[config.mk]
export PLATFORM = sky130hd
export DESIGN_NAME = cr_zigzag_rle_flat
export DESIGN_NICKNAME = d
export VERILOG_FILES = /design/src/rtl/cr_zigzag_rle_if.sv /design/src/rtl/cr_zigzag_rle.sv /design/src/flat_wrapper.sv
export SDC_FILE = /design/constraint.sdc
export NUM_CORES = 2
export LEC_CHECK = 0
export BUFFER_PORTS_ARGS = -buffer_cell sky130_fd_sc_hd__buf_2
export CAP_MARGIN = 20
export CORE_AREA = 2 2 419 338
export DETAILED_ROUTE_END_ITERATION = 16
export DIE_AREA = 0 0 421 340
export GPL_TIMING_DRIVEN = 1
export PLACE_DENSITY = 0.71
export REMOVE_ABC_BUFFERS = 1
export SLEW_MARGIN = 20
export SYNTH_ARGS = -nofsm -noshare
export SYNTH_HDL_FRONTEND = slang
export SYNTH_SLANG_ARGS = --single-unit
[constraint.sdc]
create_clock -name clk -period 26.5 [get_ports clk]
set_clock_uncertainty 0.2 [all_clocks]
set_input_delay 3.975 -clock clk [delete_from_list [all_inputs] [get_ports clk]]
set_output_delay 3.975 -clock clk [all_outputs]
set_load 0.1 [all_outputs]
[src/rtl/cr_zigzag_rle_if.sv]
// Block-in / symbol-out bundle between the Cr quantizer, the zigzag/RLE stage and the
// Cr Huffman encoder.
interface cr_zigzag_rle_if #(
  parameter int unsigned CW = 11,
  parameter int unsigned DW = 12
);
  logic                 enable;
  logic signed [CW-1:0] q [1:8][1:8];
  logic                 sym_valid;
  logic                 sym_ready;
  logic                 sym_dc;
  logic                 sym_eob;
  logic                 sym_zrl;
  logic [3:0]           sym_run;
  logic signed [DW-1:0] sym_value;
  logic                 sym_last;

  modport master (
    output enable, q, sym_ready,
    input  sym_valid, sym_dc, sym_eob, sym_zrl, sym_run, sym_value, sym_last
  );

  modport slave (
    input  enable, q, sym_ready,
    output sym_valid, sym_dc, sym_eob, sym_zrl, sym_run, sym_value, sym_last
  );
endinterface

[src/rtl/cr_zigzag_rle.sv]
// Double-buffered zigzag scanner for quantized 8x8 Cr blocks; emits DC difference,
// AC (run, value), ZRL and EOB symbols under valid/ready backpressure.
module cr_zigzag_rle #(
  parameter int unsigned CW = 11,
  parameter int unsigned DW = 12
) (
  input  logic           clk,
  input  logic           rst,
  cr_zigzag_rle_if.slave zz,
  output logic           busy,
  output logic           drop_err
);

  typedef enum logic [1:0] {StIdle, StDc, StAc, StEob} state_e;

  // Row-major (0-based) position of each zigzag index k
  localparam logic [5:0] ZzPos [64] = '{
    6'd0,  6'd1,  6'd8,  6'd16, 6'd9,  6'd2,  6'd3,  6'd10,
    6'd17, 6'd24, 6'd32, 6'd25, 6'd18, 6'd11, 6'd4,  6'd5,
    6'd12, 6'd19, 6'd26, 6'd33, 6'd40, 6'd48, 6'd41, 6'd34,
    6'd27, 6'd20, 6'd13, 6'd6,  6'd7,  6'd14, 6'd21, 6'd28,
    6'd35, 6'd42, 6'd49, 6'd56, 6'd57, 6'd50, 6'd43, 6'd36,
    6'd29, 6'd22, 6'd15, 6'd23, 6'd30, 6'd37, 6'd44, 6'd51,
    6'd58, 6'd59, 6'd52, 6'd45, 6'd38, 6'd31, 6'd39, 6'd46,
    6'd53, 6'd60, 6'd61, 6'd54, 6'd47, 6'd55, 6'd62, 6'd63
  };

  logic [CW-1:0] q_flat [64];
  logic [CW-1:0] cap [64];
  logic [63:0]   cap_nz;
  logic [5:0]    cap_last;

  logic [CW-1:0] w_buf_q [64];
  logic [CW-1:0] w_buf_d [64];
  logic [CW-1:0] p_buf_q [64];
  logic [CW-1:0] p_buf_d [64];
  logic [5:0]    w_last_q, w_last_d, p_last_q, p_last_d;
  logic          w_valid_q, w_valid_d, p_valid_q, p_valid_d;
  logic          drop_err_q, drop_err_d;

  state_e        state_q, state_d;
  logic [5:0]    k_q, k_d;
  logic [3:0]    run_q, run_d;
  logic [DW-1:0] prev_dc_q, prev_dc_d;
  logic          release_w;
  state_e        next_blk;

  logic [CW-1:0] coef;
  logic [DW-1:0] ac_value, dc_sext;

  for (genvar r = 0; r < 8; r++) begin : g_row
    for (genvar c = 0; c < 8; c++) begin : g_col
      assign q_flat[r*8+c] = zz.q[r+1][c+1];
    end
  end

  for (genvar i = 0; i < 64; i++) begin : g_zz
    assign cap[i]    = q_flat[ZzPos[i]];
    assign cap_nz[i] = (cap[i] != '0);
  end

  always_comb begin
    cap_last = '0;
    for (int i = 1; i < 64; i++) begin
      if (cap_nz[i]) cap_last = 6'(i);
    end
  end

  // Buffer management: P refills W on release; a fresh block goes wherever space opens
  always_comb begin
    w_buf_d    = w_buf_q;
    p_buf_d    = p_buf_q;
    w_last_d   = w_last_q;
    p_last_d   = p_last_q;
    w_valid_d  = w_valid_q;
    p_valid_d  = p_valid_q;
    drop_err_d = drop_err_q;
    if (release_w) begin
      if (p_valid_q) begin
        w_buf_d   = p_buf_q;
        w_last_d  = p_last_q;
        p_valid_d = zz.enable;
        if (zz.enable) begin
          p_buf_d  = cap;
          p_last_d = cap_last;
        end
      end else begin
        w_valid_d = zz.enable;
        if (zz.enable) begin
          w_buf_d  = cap;
          w_last_d = cap_last;
        end
      end
    end else if (zz.enable) begin
      if (!w_valid_q) begin
        w_valid_d = 1'b1;
        w_buf_d   = cap;
        w_last_d  = cap_last;
      end else if (!p_valid_q) begin
        p_valid_d = 1'b1;
        p_buf_d   = cap;
        p_last_d  = cap_last;
      end else begin
        drop_err_d = 1'b1;
      end
    end
  end

  assign coef     = w_buf_q[k_q];
  assign ac_value = {{(DW-CW){coef[CW-1]}}, coef};
  assign dc_sext  = {{(DW-CW){w_buf_q[0][CW-1]}}, w_buf_q[0]};
  assign next_blk = (p_valid_q || zz.enable) ? StDc : StIdle;

  always_comb begin
    state_d      = state_q;
    k_d          = k_q;
    run_d        = run_q;
    prev_dc_d    = prev_dc_q;
    release_w    = 1'b0;
    zz.sym_valid = 1'b0;
    zz.sym_dc    = 1'b0;
    zz.sym_eob   = 1'b0;
    zz.sym_zrl   = 1'b0;
    zz.sym_run   = '0;
    zz.sym_value = '0;
    zz.sym_last  = 1'b0;
    unique case (state_q)
      StIdle: if (w_valid_q) state_d = StDc;
      StDc: begin
        zz.sym_valid = 1'b1;
        zz.sym_dc    = 1'b1;
        zz.sym_value = dc_sext - prev_dc_q;
        if (zz.sym_ready) begin
          prev_dc_d = dc_sext;
          k_d       = 6'd1;
          run_d     = '0;
          state_d   = (w_last_q == '0) ? StEob : StAc;
        end
      end
      StAc: begin
        if (coef == '0) begin
          // Zeros before last_nz are absorbed silently until a ZRL is due
          if (run_q == 4'd15) begin
            zz.sym_valid = 1'b1;
            zz.sym_zrl   = 1'b1;
            zz.sym_run   = 4'd15;
            if (zz.sym_ready) begin
              run_d = '0;
              k_d   = k_q + 6'd1;
            end
          end else begin
            run_d = run_q + 4'd1;
            k_d   = k_q + 6'd1;
          end
        end else begin
          zz.sym_valid = 1'b1;
          zz.sym_run   = run_q;
          zz.sym_value = ac_value;
          zz.sym_last  = (k_q == 6'd63);
          if (zz.sym_ready) begin
            run_d = '0;
            k_d   = k_q + 6'd1;
            if (k_q == w_last_q) begin
              release_w = (k_q == 6'd63);
              state_d   = (k_q == 6'd63) ? next_blk : StEob;
            end
          end
        end
      end
      StEob: begin
        zz.sym_valid = 1'b1;
        zz.sym_eob   = 1'b1;
        zz.sym_last  = 1'b1;
        if (zz.sym_ready) begin
          release_w = 1'b1;
          state_d   = next_blk;
        end
      end
      default: state_d = StIdle;
    endcase
  end

  always_ff @(posedge clk) begin
    if (rst) begin
      state_q    <= StIdle;
      k_q        <= '0;
      run_q      <= '0;
      prev_dc_q  <= '0;
      w_valid_q  <= 1'b0;
      p_valid_q  <= 1'b0;
      w_last_q   <= '0;
      p_last_q   <= '0;
      drop_err_q <= 1'b0;
    end else begin
      state_q    <= state_d;
      k_q        <= k_d;
      run_q      <= run_d;
      prev_dc_q  <= prev_dc_d;
      w_valid_q  <= w_valid_d;
      p_valid_q  <= p_valid_d;
      w_last_q   <= w_last_d;
      p_last_q   <= p_last_d;
      drop_err_q <= drop_err_d;
    end
  end

  // Coefficient storage is qualified by the valid flags, so it needs no reset
  always_ff @(posedge clk) begin
    w_buf_q <= w_buf_d;
    p_buf_q <= p_buf_d;
  end

  assign busy     = w_valid_q;
  assign drop_err = drop_err_q;

endmodule

[src/flat_wrapper.sv]
// flat-port wrapper written by rule: the top's interface ports become plain ports
module cr_zigzag_rle_flat 
#(
  parameter int unsigned CW = 11,
  parameter int unsigned DW = 12
)
  (clk, rst, busy, drop_err, zz_enable, zz_q, zz_sym_ready, zz_sym_valid, zz_sym_dc, zz_sym_eob, zz_sym_zrl, zz_sym_run, zz_sym_value, zz_sym_last);
  cr_zigzag_rle_if #(.CW(CW), .DW(DW)) zz_i ();
  input  logic clk;
  input  logic rst;
  output logic busy;
  output logic drop_err;
  input wire logic [$bits(zz_i.enable)-1:0] zz_enable;
  input wire logic [$bits(zz_i.q)-1:0] zz_q;
  input wire logic [$bits(zz_i.sym_ready)-1:0] zz_sym_ready;
  output wire logic [$bits(zz_i.sym_valid)-1:0] zz_sym_valid;
  output wire logic [$bits(zz_i.sym_dc)-1:0] zz_sym_dc;
  output wire logic [$bits(zz_i.sym_eob)-1:0] zz_sym_eob;
  output wire logic [$bits(zz_i.sym_zrl)-1:0] zz_sym_zrl;
  output wire logic [$bits(zz_i.sym_run)-1:0] zz_sym_run;
  output wire logic [$bits(zz_i.sym_value)-1:0] zz_sym_value;
  output wire logic [$bits(zz_i.sym_last)-1:0] zz_sym_last;
  assign zz_i.enable = zz_enable;
  assign zz_i.q = {>>{zz_q}};
  assign zz_i.sym_ready = zz_sym_ready;
  assign zz_sym_valid = zz_i.sym_valid;
  assign zz_sym_dc = zz_i.sym_dc;
  assign zz_sym_eob = zz_i.sym_eob;
  assign zz_sym_zrl = zz_i.sym_zrl;
  assign zz_sym_run = zz_i.sym_run;
  assign zz_sym_value = zz_i.sym_value;
  assign zz_sym_last = zz_i.sym_last;
  cr_zigzag_rle #(.CW(CW), .DW(DW)) u_core (.clk(clk), .rst(rst), .zz(zz_i), .busy(busy), .drop_err(drop_err));
endmodule
* Yosys cells after proc, flatten, opt, wreduce, memory -nomap -nowiden
Cells that the tools add are included.
Cells by class: add/sub/neg operators 3, $mul 0, divide/modulo/power cells 0, magnitude comparators 1, equality and inequality tests 17, shift operators 0, mux-type cells 131, bitwise gates (word level) 2, reductions and logical operators 80
Operators by type and width (count):
- $mux W704 | 10
- $reduce_bool A11 Y1 | 63
- $mux W6 | 46
- $mux W5 | 16
- $bmux W11 S6 | 1
- $mux W4 | 14
- $pmux W12 S2 | 1
- $mux W11 | 2
- $mux W1 | 21
- $mux W2 | 9
- $ne A2 B2 Y1 const B | 8
- $mux W12 | 1
- $mux W3 | 4
- $pmux W6 S2 | 1
- $sub A11 B11 Y12 | 1
- $logic_not A11 Y1 | 1
- $pmux W2 S4 | 1
- $pmux W4 S2 | 1
- $reduce_and A2 Y1 | 4
- $reduce_bool A2 Y1 | 4
- $ge A7 B7 Y1 const B | 1
- $not A6 Y7 | 1
- $add A6 B1 Y6 const B | 1
- $eq A6 B6 Y1 | 1
- other kinds (16) | 21
Storage, ports and cells: flip-flop bits (word level) 1446, bits in latches 0, bits in writable memories 0, ROM bits 0, input bits 708, output and inout bits 23, word-level logic and storage cells 371, memories kept 0

* Depth between registers and ports, before layout
depth in word-level cells 68, gate-level depth with buffers 15, depth with buffers taken out 15

* Worst setup path after synthesis
OpenSTA, ideal clock, no wires.
kind input to register, start point input zz_sym_ready, end point register u_core.w_last_q[3], setup time 133 ps, data arrival time 19871 ps, required time 26167 ps, slack 6296 ps, cell stages on the path 8, buffers on the path 0, path through inv_1 -> nor3_1 -> a32oi_4 -> nor2_2 -> nor2b_1 -> inv_1 -> nor2_1 -> a221o_1
Between the ends: longest elaborated chain between the ends 5, elaborated cells on any way between the ends 8, classes of those cells eq/ne: 1; mux: 5; reduce/logical: 2
Ends and longest elaborated chain:
- from (decl) | line flat_wrapper.sv:15 | input wire logic [$bits(zz_i.sym_ready)-1:0] zz_sym_ready;
- $mux W1 | line cr_zigzag_rle.sv:160 | if (zz.sym_ready) begin
- $mux W1 | line cr_zigzag_rle.sv:141 | if (coef == '0) begin
- $pmux W1 S2 * | line cr_zigzag_rle.sv:127 | unique case (state_q)
- $ne A2 B2 Y1 (no line) or $reduce_bool A2 Y1 (tied branches)
- $reduce_and A3 Y1 (no line)
- to (signal assigned) | line cr_zigzag_rle.sv:201 | w_last_q <= w_last_d;
- to (decl) | line cr_zigzag_rle.sv:37 | logic [5:0] w_last_q, w_last_d, p_last_q, p_last_d;
Every way passes the cells marked *; elsewhere a longest branch is shown, timed or not. A chain may end at the register's enable or synchronous reset.

* Worst setup path after layout
start point register u_core.k_q[0], end point output zz_sym_run[3]
Between the ends: longest elaborated chain between the ends 7
Ends and longest elaborated chain:
- from (decl) | line cr_zigzag_rle.sv:42 | logic [5:0] k_q, k_d;
- from (signal assigned) | line cr_zigzag_rle.sv:196 | k_q <= k_d;
- $not A6 Y7 (implied by the code) | line cr_zigzag_rle.sv:109 | assign coef = w_buf_q[k_q];
- $bmux W11 S6 | line cr_zigzag_rle.sv:109
- $mux W11 (implied by the code) (2 in a row) | line cr_zigzag_rle.sv:109
- $logic_not A11 Y1 | line cr_zigzag_rle.sv:141
- $mux W4 | line cr_zigzag_rle.sv:141
- $mux W4 | line cr_zigzag_rle.sv:127
- to (decl) | line flat_wrapper.sv:20 | output wire logic [$bits(zz_i.sym_run)-1:0] zz_sym_run;
Every way passes these cells. The select of a mux whose other input is x is not followed.

==> run_results.csv <==
group,metric,value,unit
placed_design,dp_slack,16.64,ns
finish,drive_above_1_share,45.2,%
die,dieArea,0.143,mm²
synthesis,synth_top_flop_cell,"edfxtp_1",
clock_network,cts_hold_buf,0,
timing,max_slew_margin,11.6,%
timing,tightest_slew,1.31,ns
clock_network,cts_buffer_depth,3,
detailed_routing,finalWirelength,182000,µm
synthesis,synth.area.top_cells,"edfxtp_1, mux2_2, mux2_4",
synthesis,ys_async_sr_fraction,0,%
die,initial_core_util,44.5,%
power,combPwrFrac,12.5,%
detailed_routing,drtPass1Iterations,5,
synthesis,avgSynthCellArea,18.8,µm²
timing,setup_viol,0,
setup_path,path_buf_inv,4,
synthesis,yosysTopAreaCellShare,68.2,%
clock_network,h-tree-depth,4,
die,die_w,421,µm
detailed_routing,vias_per_cell,5.86,
synthesis,synth_top_cell_by_area,"edfxtp_1",
die,die_h,340,µm
timing,fin_ws,15.85,ns
clock_network,post_cts.repair.setup_buffers,0,
setup_path,cp.depth,12,
power,vdd_drop_max,54.8,µV
timing,slew_viol_final,0,
placed_design,port-buffer-count,730,
global_routing,grt_pass1_wl,254000,µm
job,drv_cap,0,
setup_path,rr_worst_depth,15,
die,row_count,123,
synthesis,yosys_warnings,0,
clock_network,cts_root_buffer,"clkbuf_16",
power,power.density,74.7,mW/mm²
clock_network,clk_latency,0.80,ns
finish,fin_nets,4784,
detailed_routing,avgRoutedWirePerCell,29.9,µm
timing,tns,0,ns
die,core_area,0.139,mm²
setup_path,critPathRequiredTime,22.32,ns
detailed_routing,drcViolationCount,0,
timing,rsz0062_at_grt,"false",
clock_network,cts.sinks,1446,
detailed_routing,vias,35700,
global_routing,grt_max_degree,199,
synthesis,yosys_register_bits,1446,
placed_design,finalWeightedCongestion,0.949,
setup_path,path_delay_family,"buffers and inverters",
synthesis,syn-cell-area,0.0620,mm²
setup_path,slowest_stage,"buf_4",
setup_path,crit_path_end_kind,"output port",
setup_path,path_cells,"buf_4 -> buf_4 -> mux4_2 -> a22oi_1 -> a21oi_1 -> nor4_1 -> and4_1 -> nand4_1 -> inv_1 -> nand2_1 -> o21ai_0 -> buf_2",
detailed_routing,drt_iter0_drc,4409,
placed_design,dpl-instance-area,0.0675,mm²
synthesis,synth_seq_area_share,69.4,%
clock_network,cts_tree,"yes",
placed_design,hpwl,132000,µm
power,p_clk_share,36.8,%
synthesis,synth_cell_types,69,
timing,timing.final.crit_share,40.2,%
setup_path,critPathLaunchType,"flop",
timing,fin_crit,10.65,ns
timing,finalHoldViolCount,0,
timing,max_freq,0.0939,GHz
synthesis,synth_edf_count,1408,
worst_hold_path,holdCritStartpoint,"u_core.prev_dc_q[6]$_SDFFE_PP0P_",
global_routing,antenna_found_initial,74,
power,switchingPower,0.00135,W
power,p_int,0.00405,W
setup_path,crit_fanout,45,
setup_path,reg2reg_from,"u_core.k_q[0]$_SDFFE_PP0P_",
setup_path,cp_data_arrival_time,6.48,ns
global_routing,overflow,0,
clock_network,numCtsBuffers,145,
detailed_routing,ant_nets,0,
finish,design_area,0.0722,mm²
setup_path,crit_type,"reg -> out",
power,p_leak,24.5,nW
setup_path,cpPeakStageDelay,0.80,ns
setup_path,rrSetupSlack,17.43,ns
setup_path,path_common_cell,"buf_4",
status,outcome,"finished clean",
worst_hold_path,min_path_cells,2,
die,pin_count,731,
global_routing,grt_pass1_vias,34800,
power,power_frac_seq,50.8,%
synthesis,syn_inst,3295,
worst_hold_path,hold_end,"u_core.prev_dc_q[6]$_SDFFE_PP0P_",
global_routing,grt_usage,24.8,%
finish,area_growth_syn_to_layout,16.4,%
setup_path,timing.rr.end,"u_core.p_buf_q[534]$_DFFE_PP_",
power,p_sw_share,25.0,%
clock_network,clk_pin_slew,0.06,ns
worst_hold_path,hold_class,"reg -> reg",
clock_network,cts_resized,0,
## worst max-delay path by stage
stage                                       to                       start  slack (ns)
2_1_floorplan  u_core.w_last_q[3]$_SDFFE_PP0P_  u_core.k_q[0]$_SDFFE_PP0P_      -23.41
3_3_place_gp                     zz_sym_run[2]  u_core.k_q[0]$_SDFFE_PP0P_       16.69
3_5_place_dp                     zz_sym_run[3]  u_core.k_q[0]$_SDFFE_PP0P_       16.64
4_1_cts                          zz_sym_run[3]  u_core.k_q[0]$_SDFFE_PP0P_       15.72
5_1_grt                          zz_sym_run[3]  u_core.k_q[0]$_SDFFE_PP0P_       15.44
6_report                         zz_sym_run[3]  u_core.k_q[0]$_SDFFE_PP0P_       15.85
## metal layers
layer / vias up / routed length, µm / part of all wire (%) / GRT usage (%)
li1: 15100 / - / - / -
met4: 10 / 7830 / 4.3 / 11.7
met2: 1909 / 87600 / 48 / 39.5
met5: - / 59 / 0.032 / 0
met1: 18300 / 71800 / 39 / 33.2
met3: 339 / 15100 / 8.3 / 4.70
## synth_stat cells (5+ instances only)
cell and count:
xnor2_1 8, edfxtp_1 1408, nand2_1 65, clkbuf_1 50, and3_1 12, dfxtp_1 38, buf_6 35, nor4_1 140
inv_1 39, a21oi_1 72, buf_1 9, buf_2 60, nor2_1 59, mux2_2 408, a31oi_1 7, o31ai_1 5
ha_1 18, o21ai_0 36, o21bai_1 6, mux2_4 300, nand3_1 67, nor2b_1 14, nor3_1 82, a41oi_1 6
and2_1 5, mux4_2 188, a22oi_1 73
## cells in the final DEF, fill, tap and decap left out, types with 39 or more instances in the layout
cell type | synthesis | routed
diode_2 | 0 | 58
buf_2 | 60 | 730
clkbuf_16 | 0 | 147
nor4_1 | 140 | 139
mux4_2 | 188 | 188
nor2_1 | 59 | 58
nand2_1 | 65 | 65
a21oi_1 | 72 | 72
mux2_2 | 408 | 408
nor3_1 | 82 | 82
mux2_4 | 300 | 300
clkbuf_1 | 50 | 39
nand3_1 | 67 | 67
a22oi_1 | 73 | 73
edfxtp_1 | 1408 | 1408
## sequential cells by signal, summed over array words and instances (netlist names)
name              cells
u_core.p_buf_q      704
u_core.w_buf_q      693
u_core.dc_sext       11
u_core.prev_dc_q     11
u_core.k_q            6
u_core.p_last_q       6
u_core.w_last_q       6
u_core.run_q          4
u_core.state_q        2
u_core.busy           1
u_core.drop_err       1
u_core.p_valid_q      1
## layout make-up
type | count | area [µm²]
clock inverter | 69 | 643
clock buffer | 188 | 3850
multi-input combinational | 1653 | 17900
sequential | 1446 | 43100
antenna | 58 | 145
inverter | 40 | 158
tap | 1875 | 2350
timing repair buffer | 771 | 4080
fill | 11100 | 67100
## power groups by stage
stage	sequential (W)	clock [W]	combinational [W]
after global placement	0.00278	0	0.000660
final	0.00274	0.00198	0.000672
after CTS	0.00274	0.00202	0.000673
after detailed placement	0.00279	0	0.000671
after global routing	0.00275	0.00210	0.000712
after floorplan	0.00285	0	0.000453
## kinds of logic after synthesis
family                     count (synthesis)  synth area share (%)
DFF                                     1446                  69.4
muxes                                    900                  21.6
and+or+nand+nor                          474                  4.04
AOI/OAI and AO/OA                        248                  2.68
buffers and inverters                    196                  1.74
adders and majority gates                 19                 0.395
xor gates and xnor gates                  12                 0.169
## stage by stage
step                      utilization, %  std cells  hold slack (ns)  total power [W]
after floorplan                        -       3139            0.230          0.00330
after global placement              48.5       5783            0.241          0.00344
after detailed placement            48.5       5783            0.246          0.00346
after CTS                           51.7       6040            0.255          0.00543
after global routing                51.8       6076            0.270          0.00556
final                               51.8       6100            0.254          0.00540
## tightest hold or removal path: cells and delay by family (launching register included)
| kind | cells | cell delay (ns) |
|---|---|---|
| flip-flops | 1 | 0.31 |
| AND/OR/NAND/NOR | 1 | 0.05 |
| AO/OA/AOI/OAI | 1 | 0.05 |
(Power assumes the default switching activity.)
